--- src/rtl/rx_line_pkg.sv ---
// Shared encodings and helpers for the UART line-packet loader.
// The state encoding is also exported on state_dbg for the debugger data word.
package rx_line_pkg;

  localparam logic [2:0] ST_IDLE   = 3'd0;
  localparam logic [2:0] ST_ROW_HI = 3'd1;
  localparam logic [2:0] ST_ROW_LO = 3'd2;
  localparam logic [2:0] ST_DATA   = 3'd3;
  localparam logic [2:0] ST_TERM   = 3'd4;

  localparam logic [7:0] CMD_LINE   = 8'h4C;
  localparam logic [7:0] ASCII_ZERO = 8'h30;
  localparam logic [7:0] ASCII_LF   = 8'h0A;

  function automatic logic is_digit(input logic [7:0] b);
    return (b >= ASCII_ZERO) && (b <= ASCII_ZERO + 8'd9);
  endfunction

  // Error counter sticks at full scale so a flood of garbage stays visible.
  function automatic logic [7:0] sat_inc(input logic [7:0] v);
    return (v == 8'hFF) ? v : v + 8'd1;
  endfunction

endpackage

--- src/rtl/rx_line_writer_if.sv ---
// Byte stream in from the UART receiver and framebuffer port A out.
// master = the line writer, slave = the environment (receiver + RAM).
interface rx_line_writer_if #(
  parameter int ADDR_WIDTH = 12
);
  logic [7:0]            rx_data;
  logic                  rx_valid;
  logic [ADDR_WIDTH-1:0] ram_address;
  logic [7:0]            ram_data_out;
  logic                  ram_write_enable;
  logic                  ram_clk_enable;

  modport master (
    input  rx_data, rx_valid,
    output ram_address, ram_data_out, ram_write_enable, ram_clk_enable
  );

  modport slave (
    output rx_data, rx_valid,
    input  ram_address, ram_data_out, ram_write_enable, ram_clk_enable
  );
endinterface

--- src/rtl/rx_idle_timer.sv ---
// Loadable down-counter that pulses expired once when a packet stalls.
// A load in the same cycle as expiry wins, so a late byte still counts.
module rx_idle_timer #(
  parameter int unsigned             WIDTH = 16,
  parameter logic [WIDTH-1:0]        TICKS = 16'd1050
) (
  input  logic clk_in,
  input  logic reset,
  input  logic load,
  input  logic enable,
  output logic expired
);

  logic [WIDTH-1:0] count_q;

  // NOTE: sequential state uses non-blocking assignments so every flop
  // samples pre-edge values regardless of block evaluation order.
  always_ff @(posedge clk_in) begin
    if (reset) begin
      count_q <= '0;
    end else if (load) begin
      count_q <= TICKS;
    end else if (enable && count_q != '0) begin
      count_q <= count_q - 1'b1;
    end
  end

  assign expired = enable && !load && (count_q == WIDTH'(1));

endmodule

--- src/rtl/rx_line_writer.sv ---
// Parses 'L' + two-digit row + pixel bytes + LF and writes each pixel
// straight into framebuffer port A; counts good lines and bad packets.
module rx_line_writer
  import rx_line_pkg::*;
#(
  parameter int unsigned                          ROWS               = 32,
  parameter int unsigned                          BYTES_PER_LINE     = 128,
  parameter int unsigned                          ADDR_WIDTH         = 12,
  parameter int unsigned                          IDLE_TIMEOUT_WIDTH = 16,
  parameter logic [IDLE_TIMEOUT_WIDTH-1:0]        IDLE_TIMEOUT_TICKS = 16'd1050
) (
  input  logic                clk_in,
  input  logic                reset,
  rx_line_writer_if.master    bus,
  output logic                busy,
  output logic [7:0]          lines_written,
  output logic [7:0]          error_count,
  output logic [2:0]          state_dbg
);

  localparam int unsigned ROW_W = $clog2(ROWS);
  localparam int unsigned IDX_W = $clog2(BYTES_PER_LINE);
  localparam logic [IDX_W-1:0] LAST_IDX = IDX_W'(BYTES_PER_LINE - 1);

  logic [2:0]            state_q;
  logic [3:0]            row_hi_q;
  logic [ROW_W-1:0]      row_q;
  logic [IDX_W-1:0]      index_q;
  logic [ADDR_WIDTH-1:0] addr_q;
  logic [7:0]            data_q;
  logic                  we_q;
  logic [6:0]            row_val;
  logic                  expired;

  // ASCII digits carry their value in the low nibble; max 99 fits in 7 bits.
  assign row_val = 7'(row_hi_q) * 7'd10 + 7'(bus.rx_data[3:0]);

  rx_idle_timer #(
    .WIDTH (IDLE_TIMEOUT_WIDTH),
    .TICKS (IDLE_TIMEOUT_TICKS)
  ) u_idle_timer (
    .clk_in  (clk_in),
    .reset   (reset),
    .load    (bus.rx_valid),
    .enable  (busy),
    .expired (expired)
  );

  always_ff @(posedge clk_in) begin
    if (reset) begin
      state_q       <= ST_IDLE;
      row_hi_q      <= '0;
      row_q         <= '0;
      index_q       <= '0;
      addr_q        <= '0;
      data_q        <= '0;
      we_q          <= 1'b0;
      lines_written <= '0;
      error_count   <= '0;
    end else begin
      we_q <= 1'b0;
      if (bus.rx_valid) begin
        case (state_q)
          ST_IDLE: begin
            if (bus.rx_data == CMD_LINE) state_q <= ST_ROW_HI;
          end
          ST_ROW_HI: begin
            if (is_digit(bus.rx_data)) begin
              row_hi_q <= bus.rx_data[3:0];
              state_q  <= ST_ROW_LO;
            end else begin
              error_count <= sat_inc(error_count);
              state_q     <= ST_IDLE;
            end
          end
          ST_ROW_LO: begin
            if (is_digit(bus.rx_data) && (32'(row_val) < ROWS)) begin
              row_q   <= row_val[ROW_W-1:0];
              index_q <= '0;
              state_q <= ST_DATA;
            end else begin
              error_count <= sat_inc(error_count);
              state_q     <= ST_IDLE;
            end
          end
          ST_DATA: begin
            addr_q  <= ADDR_WIDTH'({row_q, index_q});
            data_q  <= bus.rx_data;
            we_q    <= 1'b1;
            index_q <= index_q + 1'b1;
            if (index_q == LAST_IDX) state_q <= ST_TERM;
          end
          ST_TERM: begin
            if (bus.rx_data == ASCII_LF) lines_written <= lines_written + 8'd1;
            else                         error_count   <= sat_inc(error_count);
            state_q <= ST_IDLE;
          end
          default: state_q <= ST_IDLE;
        endcase
      end else if (expired) begin
        error_count <= sat_inc(error_count);
        state_q     <= ST_IDLE;
      end
    end
  end

  assign bus.ram_address      = addr_q;
  assign bus.ram_data_out     = data_q;
  assign bus.ram_write_enable = we_q;
  assign bus.ram_clk_enable   = we_q;
  assign busy                 = (state_q != ST_IDLE);
  assign state_dbg            = state_q;

endmodule

--- src/flat_wrapper.sv ---
// flat-port wrapper written by rule: the top's interface ports become plain ports
module rx_line_writer_flat import rx_line_pkg::*;
#(
  parameter int unsigned                          ROWS               = 32,
  parameter int unsigned                          BYTES_PER_LINE     = 128,
  parameter int unsigned                          ADDR_WIDTH         = 12,
  parameter int unsigned                          IDLE_TIMEOUT_WIDTH = 16,
  parameter logic [IDLE_TIMEOUT_WIDTH-1:0]        IDLE_TIMEOUT_TICKS = 16'd1050
)
  (clk_in, reset, busy, lines_written, error_count, state_dbg, bus_rx_data, bus_rx_valid, bus_ram_address, bus_ram_data_out, bus_ram_write_enable, bus_ram_clk_enable);
  rx_line_writer_if #(.ADDR_WIDTH(ADDR_WIDTH)) bus_i ();
  input  logic clk_in;
  input  logic reset;
  output logic busy;
  output logic [7:0] lines_written;
  output logic [7:0] error_count;
  output logic [2:0] state_dbg;
  input wire logic [$bits(bus_i.rx_data)-1:0] bus_rx_data;
  input wire logic [$bits(bus_i.rx_valid)-1:0] bus_rx_valid;
  output wire logic [$bits(bus_i.ram_address)-1:0] bus_ram_address;
  output wire logic [$bits(bus_i.ram_data_out)-1:0] bus_ram_data_out;
  output wire logic [$bits(bus_i.ram_write_enable)-1:0] bus_ram_write_enable;
  output wire logic [$bits(bus_i.ram_clk_enable)-1:0] bus_ram_clk_enable;
  assign bus_i.rx_data = bus_rx_data;
  assign bus_i.rx_valid = bus_rx_valid;
  assign bus_ram_address = bus_i.ram_address;
  assign bus_ram_data_out = bus_i.ram_data_out;
  assign bus_ram_write_enable = bus_i.ram_write_enable;
  assign bus_ram_clk_enable = bus_i.ram_clk_enable;
  rx_line_writer #(.ROWS(ROWS), .BYTES_PER_LINE(BYTES_PER_LINE), .ADDR_WIDTH(ADDR_WIDTH), .IDLE_TIMEOUT_WIDTH(IDLE_TIMEOUT_WIDTH), .IDLE_TIMEOUT_TICKS(IDLE_TIMEOUT_TICKS)) u_core (.clk_in(clk_in), .reset(reset), .bus(bus_i), .busy(busy), .lines_written(lines_written), .error_count(error_count), .state_dbg(state_dbg));
endmodule
--- config.mk ---
export PLATFORM = sky130hd
export DESIGN_NAME = rx_line_writer_flat
export DESIGN_NICKNAME = d
export VERILOG_FILES = /design/src/rtl/rx_line_pkg.sv /design/src/rtl/rx_line_writer_if.sv /design/src/rtl/rx_idle_timer.sv /design/src/rtl/rx_line_writer.sv /design/src/flat_wrapper.sv
export SDC_FILE = /design/constraint.sdc
export NUM_CORES = 1
export LEC_CHECK = 0
export CAP_MARGIN = 5
export CELL_PAD_IN_SITES_DETAIL_PLACEMENT = 2
export CELL_PAD_IN_SITES_GLOBAL_PLACEMENT = 2
export CORE_AREA = 2 2 107 109
export DETAILED_ROUTE_END_ITERATION = 8
export DIE_AREA = 0 0 109 111
export PLACE_DENSITY_LB_ADDON = 0.1
export SLEW_MARGIN = 5
export SYNTH_ARGS = -nofsm -noshare
export SYNTH_HDL_FRONTEND = slang
export SYNTH_SLANG_ARGS = --single-unit
export TNS_END_PERCENT = 30
--- constraint.sdc ---
create_clock -name clk_in -period 3.61 [get_ports clk_in]
set_input_delay 0.361 -clock clk_in [delete_from_list [all_inputs] [get_ports clk_in]]
set_output_delay 0.361 -clock clk_in [all_outputs]
set_load 0.01 [all_outputs]
==> flow_summary.toml, run 1 <==
[outcome]
outcome = "finished clean"

[critical_path]
cp_max_fo = 16
cp-start-kind = "flip-flop"
path_class = "flip-flop to flip-flop"
crit_path_max_incr_delay_ps = 590
crit_slowest_cell = "and4_1"
crit_required_ps = 3840
rr_worst_depth = 9
crit_path_end_kind = "flip-flop"
path_cells = "ha_1, ha_1, fa_1, nand2_1, a21oi_1, xnor2_1, and4_1, nor4b_1, mux2_1"
cp.arrival_ps = 3260
crit_top_cell = "ha_1"

[synthesis]
syn_nets = 434
syn_avg_cell_area_um2 = 8.37
ys_seq_elements = 72
yosys_warnings = 0
syn-cell-area_mm2 = 0.00342
syn_inst = 409
ys_seq_area_share_pct = 42.1
ys_types = 51

[timing]
max_freq_ghz = 0.329
clock_skew_ps = 4.14
fin_tns_setup_ps = 0
finalCriticalPeriod_ps = 3040
rsz0062_at_grt = "no"
fin_crit_sh_pct = 84.1
hold_ws_ps = 457
setup_viol = 0
worstMarginPinSlew_ps = 929
hold_violations = 0
max_slew_margin_pct = 38.1
finalMaxSlewViolations = 0

[global_route]
grt_first_pass_wirelength_um = 16700
grt_pass1_vias = 3333
antenna_found_initial = 0
grt_max_degree = 45
track_usage_pct = 17.8
grt-ovfl-total = 0

[die]
die_width_um = 109
io_pins = 53
start_util_pct = 30.9
die-area_mm2 = 0.0121
die_height_um = 111
rows = 39
coreArea_mm2 = 0.0111

[power]
p_sw_share_pct = 21.7
cellLeakagePower_nw = 1.58
intPower_mw = 1.44
p_comb_share_pct = 3.4
finalPower_mw = 1.84
p_switching_uw = 400
peakVddDrop_v = 0.000312
pwr-share-clk_pct = 53.1
seqPwrFrac_pct = 43.5
p_per_area_mw_per_mm2 = 421

[clocking]
ctsLongestPathBuffers = 2
clock_sinks = 72
clock_latency_ps = 340
htreeDepth = 3
post_cts_buffers = 0
cts_tree = "done"
post_cts_resized = 0
cts_root_buf = "clkbuf_16"
cts_hold_buf = 0
cts_inserted_buffers = 9
clk_pin_slew_ps = 60

[cells_and_area]
syn2layout_area_growth_pct = 27.7
antenna_cells = 0
design_area_mm2 = 0.00437
final_cell_mix = "nand2_1 (72), dfxtp_1 (72), clkdlybuf4s50_1 (51)"
drive_gt1_share_pct = 7.39
stdcell_count = 603
finalNetCount = 480

[placed_design]
place_inst = 587
hpwl_um = 6910
place_congestion = 0.741
placed_cell_area_mm2 = 0.00405
io_buffers = 52

[routing]
num_vias = 3042
ant_nets = 0
finalWirelength_um = 9870
wire_per_inst_um = 16.4
drt_iter0_markers = 76
viasPerCell = 5.04
dr.pass1.iters = 4
drc = 0

[hold_path]
hp-class = "flip-flop to flip-flop"
min_path_cells = 2

[job]
max-cap-violations = 0
-- power by group through the flow --
stage,registers (mW),clock network [mW],logic [mW]
floorplan,0.818,0,0.0383
global placement,0.818,0,0.0629
detailed placement,0.819,0,0.0646
CTS,0.801,1.02,0.0650
global route,0.801,1.05,0.0715
finish,0.801,0.978,0.0634
-- metal layers --
metal	vias to the layer above	global-route usage (%)	share of wire, %
met4	0	5.90	1.3
met2	27	30.8	52
met3	11	4.41	2.3
met5	-	0	0
li1	1489	-	-
met1	1515	21.1	44
-- per-stage QoR --
stage | utilization [%] | setup WS (ps)
floorplan | - | 932
global placement | 36.6 | 491
CTS | 39.5 | 541
global route | 39.5 | 356
finish | 39.5 | 573
detailed placement | 36.6 | 366
-- Yosys cell counts, drive strengths merged --
master	n	area share, %
a2111o	1	0.33
a21oi	42	6.1
a311oi	2	0.51
a31oi	3	0.55
and2	1	0.18
and2b	2	0.48
and3	3	0.58
and3b	2	0.51
and4	1	0.26
buf	4	0.91
clkbuf	17	1.9
clkdlybuf4s50	1	0.33
dfxtp	72	42
fa	2	1.2
ha	12	4.4
inv	5	0.55
mux2	3	0.99
mux2i	6	1.8
nand2	72	7.9
nand2b	6	1.1
nand3	16	2.7
nand4	9	1.8
nor2	45	4.9
nor2b	6	1.1
nor3	3	0.44
nor3b	2	0.44
nor4	6	1.1
nor4b	4	1.0
o2111a	1	0.33
o211ai	1	0.22
o21a	1	0.22
o21ai	12	1.8
o22a	1	0.26
o22ai	1	0.58
o31ai	1	0.22
or2	2	0.37
or3	8	1.5
or4	4	0.99
or4b	1	0.29
xnor2	12	3.1
xor2	16	4.1
-- registers in the layout (all words and copies together), names as in the netlist --
signal,flops
u_core.row_q,5
u_core.state_dbg,3
u_core.u_idle_timer.count_q,16
u_core.bus.ram_data_out,8
u_core.bus.ram_clk_enable,1
u_core.bus.ram_address,12
u_core.row_hi_q,4
u_core.index_q,7
u_core.lines_written,8
u_core.error_count,8
-- worst paths after layout --
kind | slack, ps | end | from
setup reg to reg | 570 | u_core.error_count[4] | u_core.row_hi_q[1]
hold reg to reg | 460 | u_core.bus.ram_data_out[3] | u_core.bus.ram_data_out[3]
setup / recovery | 570 | u_core.error_count[4] | u_core.row_hi_q[1]
hold / removal | 460 | u_core.bus.ram_data_out[3] | u_core.bus.ram_data_out[3]
-- cell type report --
cell class | count | area, µm²
fill | 1224 | 6710
multi-input combinational | 310 | 1860
sequential | 72 | 1440
timing repair buffer | 57 | 553
clock buffer | 10 | 239
tap | 143 | 179
clock inverter | 6 | 82.6
inverter | 5 | 18.8
-- critical path, delay by kind of cell (launching register included) --
kind | cells | cell delay, ps
AOI/OAI and AO/OA | 1 | 150
xor gates and xnor gates | 1 | 180
adders and majority gates | 3 | 1020
DFF | 1 | 440
muxes | 1 | 340
and+or+nand+nor | 3 | 790
-- cell families (layout without fill, tap and decap cells) --
family | after synthesis | after routing | share of synthesized area (%)
compound gates | 66 | 66 | 11.1
fa+ha+maj | 14 | 14 | 5.55
simple gates | 193 | 193 | 27.7
buf+inv | 27 | 78 | 3.65
mux | 9 | 9 | 2.74
flops | 72 | 72 | 42.1
xor+xnor | 28 | 28 | 7.16
Power figures use the tool's default switching activity.
==> run 2: changes to the inputs <==
==> constraint.sdc (replaced) <==
create_clock -name clk_in -period 3 [get_ports clk_in]
set_input_delay 0.3 -clock clk_in [delete_from_list [all_inputs] [get_ports clk_in]]
set_output_delay 0.3 -clock clk_in [all_outputs]
set_load 0.01 [all_outputs]
==> flow_summary.toml, run 2 (same netlist as run 1, synthesis figures left out) <==
[outcome]
outcome = "finished clean"

[clocking]
cts_tree = "done"
clock_sinks = 72
htreeDepth = 3
post_cts_buffers = 0
cts_inserted_buffers = 9
cts_root_buf = "clkbuf_16"
clk_pin_slew_ps = 60
clock_latency_ps = 340
ctsLongestPathBuffers = 2

[cells_and_area]
antenna_cells = 0
final-seq-area_mm2 = 0.00144
final_cell_mix = "nand2_1 (72), dfxtp_1 (72), clkdlybuf4s50_1 (51)"
largest_reg_flops = 16
finalNetCount = 487
drive_gt1_share_pct = 8.78
syn2layout_area_growth_pct = 29.8
top_register = "u_core.u_idle_timer.count_q"
multiInputGateArea_mm2 = 0.00186
final.fill_count = 1238

[die]
rows = 39
io_pins = 53
die_height_um = 111
start_util_pct = 30.9
die-area_mm2 = 0.0121
die_width_um = 109
coreArea_mm2 = 0.0111

[critical_path]
path_cells = "ha_1, ha_1, fa_1, nand2_1, a21oi_1, xnor2_1, and4_1, nor4b_2, mux2_1"
cp_top_family = "adder cells"
crit_required_ps = 3230
crit_slowest_cell = "fa_1"
cp.arrival_ps = 3000
path_class = "flip-flop to flip-flop"
cp_max_fo = 6
path_buf_inv = 0
crit_path_end_kind = "flip-flop"
crit_top_cell = "ha_1"
cp-start-kind = "flip-flop"
crit_path_max_incr_delay_ps = 520

[timing]
fin_tns_setup_ps = 0
rsz0062_at_grt = "no"
worstMarginPinSlew_ps = 632
max_slew_margin_pct = 57.9
hold_violations = 0
max_freq_ghz = 0.361
clock_skew_ps = 3.49
setup_viol = 0
finalMaxSlewViolations = 0
finalCriticalPeriod_ps = 2770
fin_crit_sh_pct = 92.3

[routing]
viasPerCell = 5.00
num_vias = 3050
drc = 0
finalWirelength_um = 9890
wire_per_inst_um = 16.2
drt_iter0_markers = 62
ant_nets = 0
dr.pass1.iters = 4

[global_route]
antenna_found_initial = 0
grt_max_degree = 34
grt_first_pass_wirelength_um = 16900
track_usage_pct = 17.8
grt_pass1_vias = 3323
grt-ovfl-total = 0

[power]
cellLeakagePower_nw = 1.62
finalPower_mw = 2.28
peakVddDrop_v = 0.000321
p_per_area_mw_per_mm2 = 514

[placed_design]
place_congestion = 0.758
io_buffers = 52
hpwl_um = 7040

[hold_path]
hp-class = "flip-flop to flip-flop"

[job]
max-cap-violations = 0
run 2: cell types whose count changed in the layout (fill, tap and decap cells not counted):
cell,previous run,this run
buf_4,5,12
bufinv_16,2,3
clkbuf_1,0,1
clkbuf_8,1,0
clkinv_2,3,2
nor4b_1,4,3
nor4b_2,0,1
run 2: worst reg2reg max path, delay by kind of cell (launching register included):
family / cells / cell delay, ps
adders and majority gates: 3 / 1010
AOI/OAI and AO/OA: 1 / 140
and+or+nand+nor: 3 / 620
xor gates and xnor gates: 1 / 120
muxes: 1 / 340
DFF: 1 / 430
run 2: final cells by class:
cell class / count / share of cell area (%)
Timing Repair Buffer: 64 / 13.6
Clock inverter: 6 / 2.42
Sequential cell: 72 / 32.4
Tap cell: 143 / 4.02
Inverter: 5 / 0.422
Clock buffer: 10 / 5.15
Multi-Input combinational cell: 310 / 41.9
run 2: repair_timing:
action	CTS	global route
hold endpoints to repair	0	0
hold buffers	0	0
endpoints found under the setup margin	0	1
gates resized for setup	0	1
run 2: path summary, 6_finish.rpt:
path                                                 from                         to  slack (ps)  cells past startpoint
worst max register to register         u_core.row_hi_q[1]      u_core.error_count[4]         230                      9
worst min-delay path            u_core.bus.ram_address[9]  u_core.bus.ram_address[9]         450                      2
worst min register to register  u_core.bus.ram_address[9]  u_core.bus.ram_address[9]         450                      2
worst max-delay path                   u_core.row_hi_q[1]      u_core.error_count[4]         230                      9
run 2: routing by layer:
metal	wire, µm	vias to the layer above	track usage, %
met2	5050	25	29.9
met4	181	0	7.69
met5	0	-	0
met3	153	11	3.00
met1	4510	1510	22.1
li1	-	1504	-
run 2: report_power, final:
part,leakage (nW),internal (mW),switching (mW)
combinational,0.875,0.0324,0.0497
sequential,0.581,0.960,0.00374
clock,0.162,0.810,0.429
total,1.62,1.80,0.482
run 2: through the flow:
stage / hold WS (ps) / setup slack [ps] / std cells / instance area, µm² / util (%)
5_1_grt: 483 / 22.1 / 610 / 4450 / 40.1
3_3_place_gp: 444 / 150 / 594 / 4100 / 37.0
3_5_place_dp: 451 / 80.3 / 594 / 4100 / 37.0
4_1_cts: 459 / 134 / 610 / 4440 / 40.1
2_1_floorplan: 432 / 322 / 409 / 3420 / -
6_report: 455 / 231 / 610 / 4450 / 40.1
==> run 3: changes to the inputs <==
--- a/config.mk
+++ b/config.mk
@@ -11,6 +11,7 @@
 export CORE_AREA = 2 2 107 109
 export DETAILED_ROUTE_END_ITERATION = 8
 export DIE_AREA = 0 0 109 111
+export GPL_TIMING_DRIVEN = 0
 export PLACE_DENSITY_LB_ADDON = 0.1
 export SLEW_MARGIN = 5
 export SYNTH_ARGS = -nofsm -noshare
==> flow_summary.toml, run 3 (same netlist as run 1, synthesis figures left out) <==
[die]
io_pins = 53
rows = 39
die_width_um = 109
die-area_mm2 = 0.0121
start_util_pct = 30.9
die_height_um = 111
coreArea_mm2 = 0.0111

[hold_path]
holdCritStartpoint = "u_core.bus.ram_data_out[6]"
worstHoldEndpoint = "u_core.bus.ram_data_out[6]"
hp-class = "flip-flop to flip-flop"
min_path_cells = 2

[clocking]
cts_root_buf = "clkbuf_16"
cts_hold_buf = 0
htreeDepth = 3
clock_sinks = 72
clk_pin_slew_ps = 60
ctsLongestPathBuffers = 2
clock_latency_ps = 340
cts_inserted_buffers = 9
cts_tree = "done"

[global_route]
grt-ovfl-total = 0
track_usage_pct = 19.0
antenna_found_initial = 0
grt_first_pass_wirelength_um = 17600
grt_pass1_vias = 3424
grt_max_degree = 13

[timing]
hold_ws_ps = 455
finalMaxSlewViolations = 0
max_slew_margin_pct = 47.1
fin_crit_sh_pct = 94.4
clock_skew_ps = 5.23
finalCriticalPeriod_ps = 2830
worstMarginPinSlew_ps = 783
timing.final.ws_setup_ps = 168
setup_viol = 0
hold_violations = 0
max_freq_ghz = 0.353

[power]
peakVddDrop_v = 0.000238
cellLeakagePower_nw = 1.60
p_per_area_mw_per_mm2 = 494

[cells_and_area]
final_cell_mix = "nand2_1 (72), dfxtp_1 (71), clkdlybuf4s50_1 (51)"
drive_gt1_share_pct = 7.76
stdcell_count = 620
syn2layout_area_growth_pct = 30.3
design_area_mm2 = 0.00446
utilization_pct = 40.3
antenna_cells = 0
finalNetCount = 497
final.fill_count = 1235
largest_reg_flops = 16
final_common_cell = "nand2_1"
top_register = "u_core.u_idle_timer.count_q"

[routing]
dr.pass1.iters = 4
finalWirelength_um = 10500
drc = 0
ant_nets = 0
viasPerCell = 4.97
num_vias = 3082
wire_per_inst_um = 16.9
drt_iter0_markers = 61

[placed_design]
place_congestion = 0.738
placed_cell_area_mm2 = 0.00411
pre_cts_slack_ps = -360
place_inst = 603
hpwl_um = 7710
io_buffers = 51

[critical_path]
crit_path_end_kind = "flip-flop"
cp-start-kind = "flip-flop"
rr_worst_depth = 10
r2r_start = "u_core.row_hi_q[1]"
cp_max_fo = 10
r2r_slack_ps = 170
crit_required_ps = 3270
path_class = "flip-flop to flip-flop"
reg2reg_to = "u_core.error_count[7]"
cp.arrival_ps = 3100

[job]
max-cap-violations = 0

[outcome]
outcome = "finished clean"
## run 3: cell types whose count changed in the layout (fill, tap and decap cells not counted), sizes merged
cell,previous run,this run
buf,13,6
clkbuf,10,27
clkdlybuf4s50,51,52
bufinv,3,2
## run 3: power by group
part           total [mW]  internal (mW)  leakage (nW)  switching (mW)
combinational      0.0851         0.0318         0.868          0.0533
clock                1.15          0.729         0.150           0.425
sequential          0.964          0.960         0.581         0.00354
total                2.20           1.72          1.60           0.482
## run 3: area by class of cell
cell class                      count  area (µm²)  share of cell area [%]
Clock buffer                       11         233                    5.22
Clock inverter                      5        81.3                    1.82
Tap cell                          143         179                    4.01
Inverter                            5        18.8                   0.421
Timing Repair Buffer               53         526                    11.8
Buffer                             21         106                    2.38
Sequential cell                    72        1440                    32.3
Multi-Input combinational cell    310        1870                    42.0
## run 3: worst max-delay path, cell delays in order, from the launching register on
cell and delay, ps:
dfxtp_2 350, ha_1 310, ha_1 220, fa_1 530
nand2_1 60, a21oi_1 170, xnor2_1 130, and4_2 270
clkbuf_4 210, or3_1 350, a21oi_1 140
## run 3: worst max path at each step
stage	startpoint	to	slack, ps
after CTS	u_core.row_hi_q[1]	u_core.error_count[7]	40
after global placement	bus_rx_data[1]	u_core.error_count[7]	-400
after detailed placement	bus_rx_data[1]	u_core.error_count[2]	-360
after floorplan	u_core.row_hi_q[1]	u_core.error_count[4]	320
after global routing	u_core.row_hi_q[1]	u_core.error_count[7]	-0.6
final	u_core.row_hi_q[1]	u_core.error_count[7]	170
## run 3: layer usage
metal	part of all wire, %	GRT usage, %
met4	1.8	8.21
met2	52	32.9
met3	2.0	3.17
met1	44	22.7
met5	0	0
## run 3: repair_timing
action | CTS | global route
gates resized for setup | 3 | 3
setup endpoints to repair | 16 | 11
buffers inserted | 2 | 0
pin swaps | 1 | 0
## run 3: per-stage QoR
| step | total power [mW] | TNS [ps] |
|---|---|---|
| after floorplan | 1.03 | 0 |
| after global placement | 1.07 | -4820 |
| after detailed placement | 1.07 | -4360 |
| after CTS | 2.24 | 0 |
| after global routing | 2.29 | -0.550 |
| final | 2.20 | 0 |
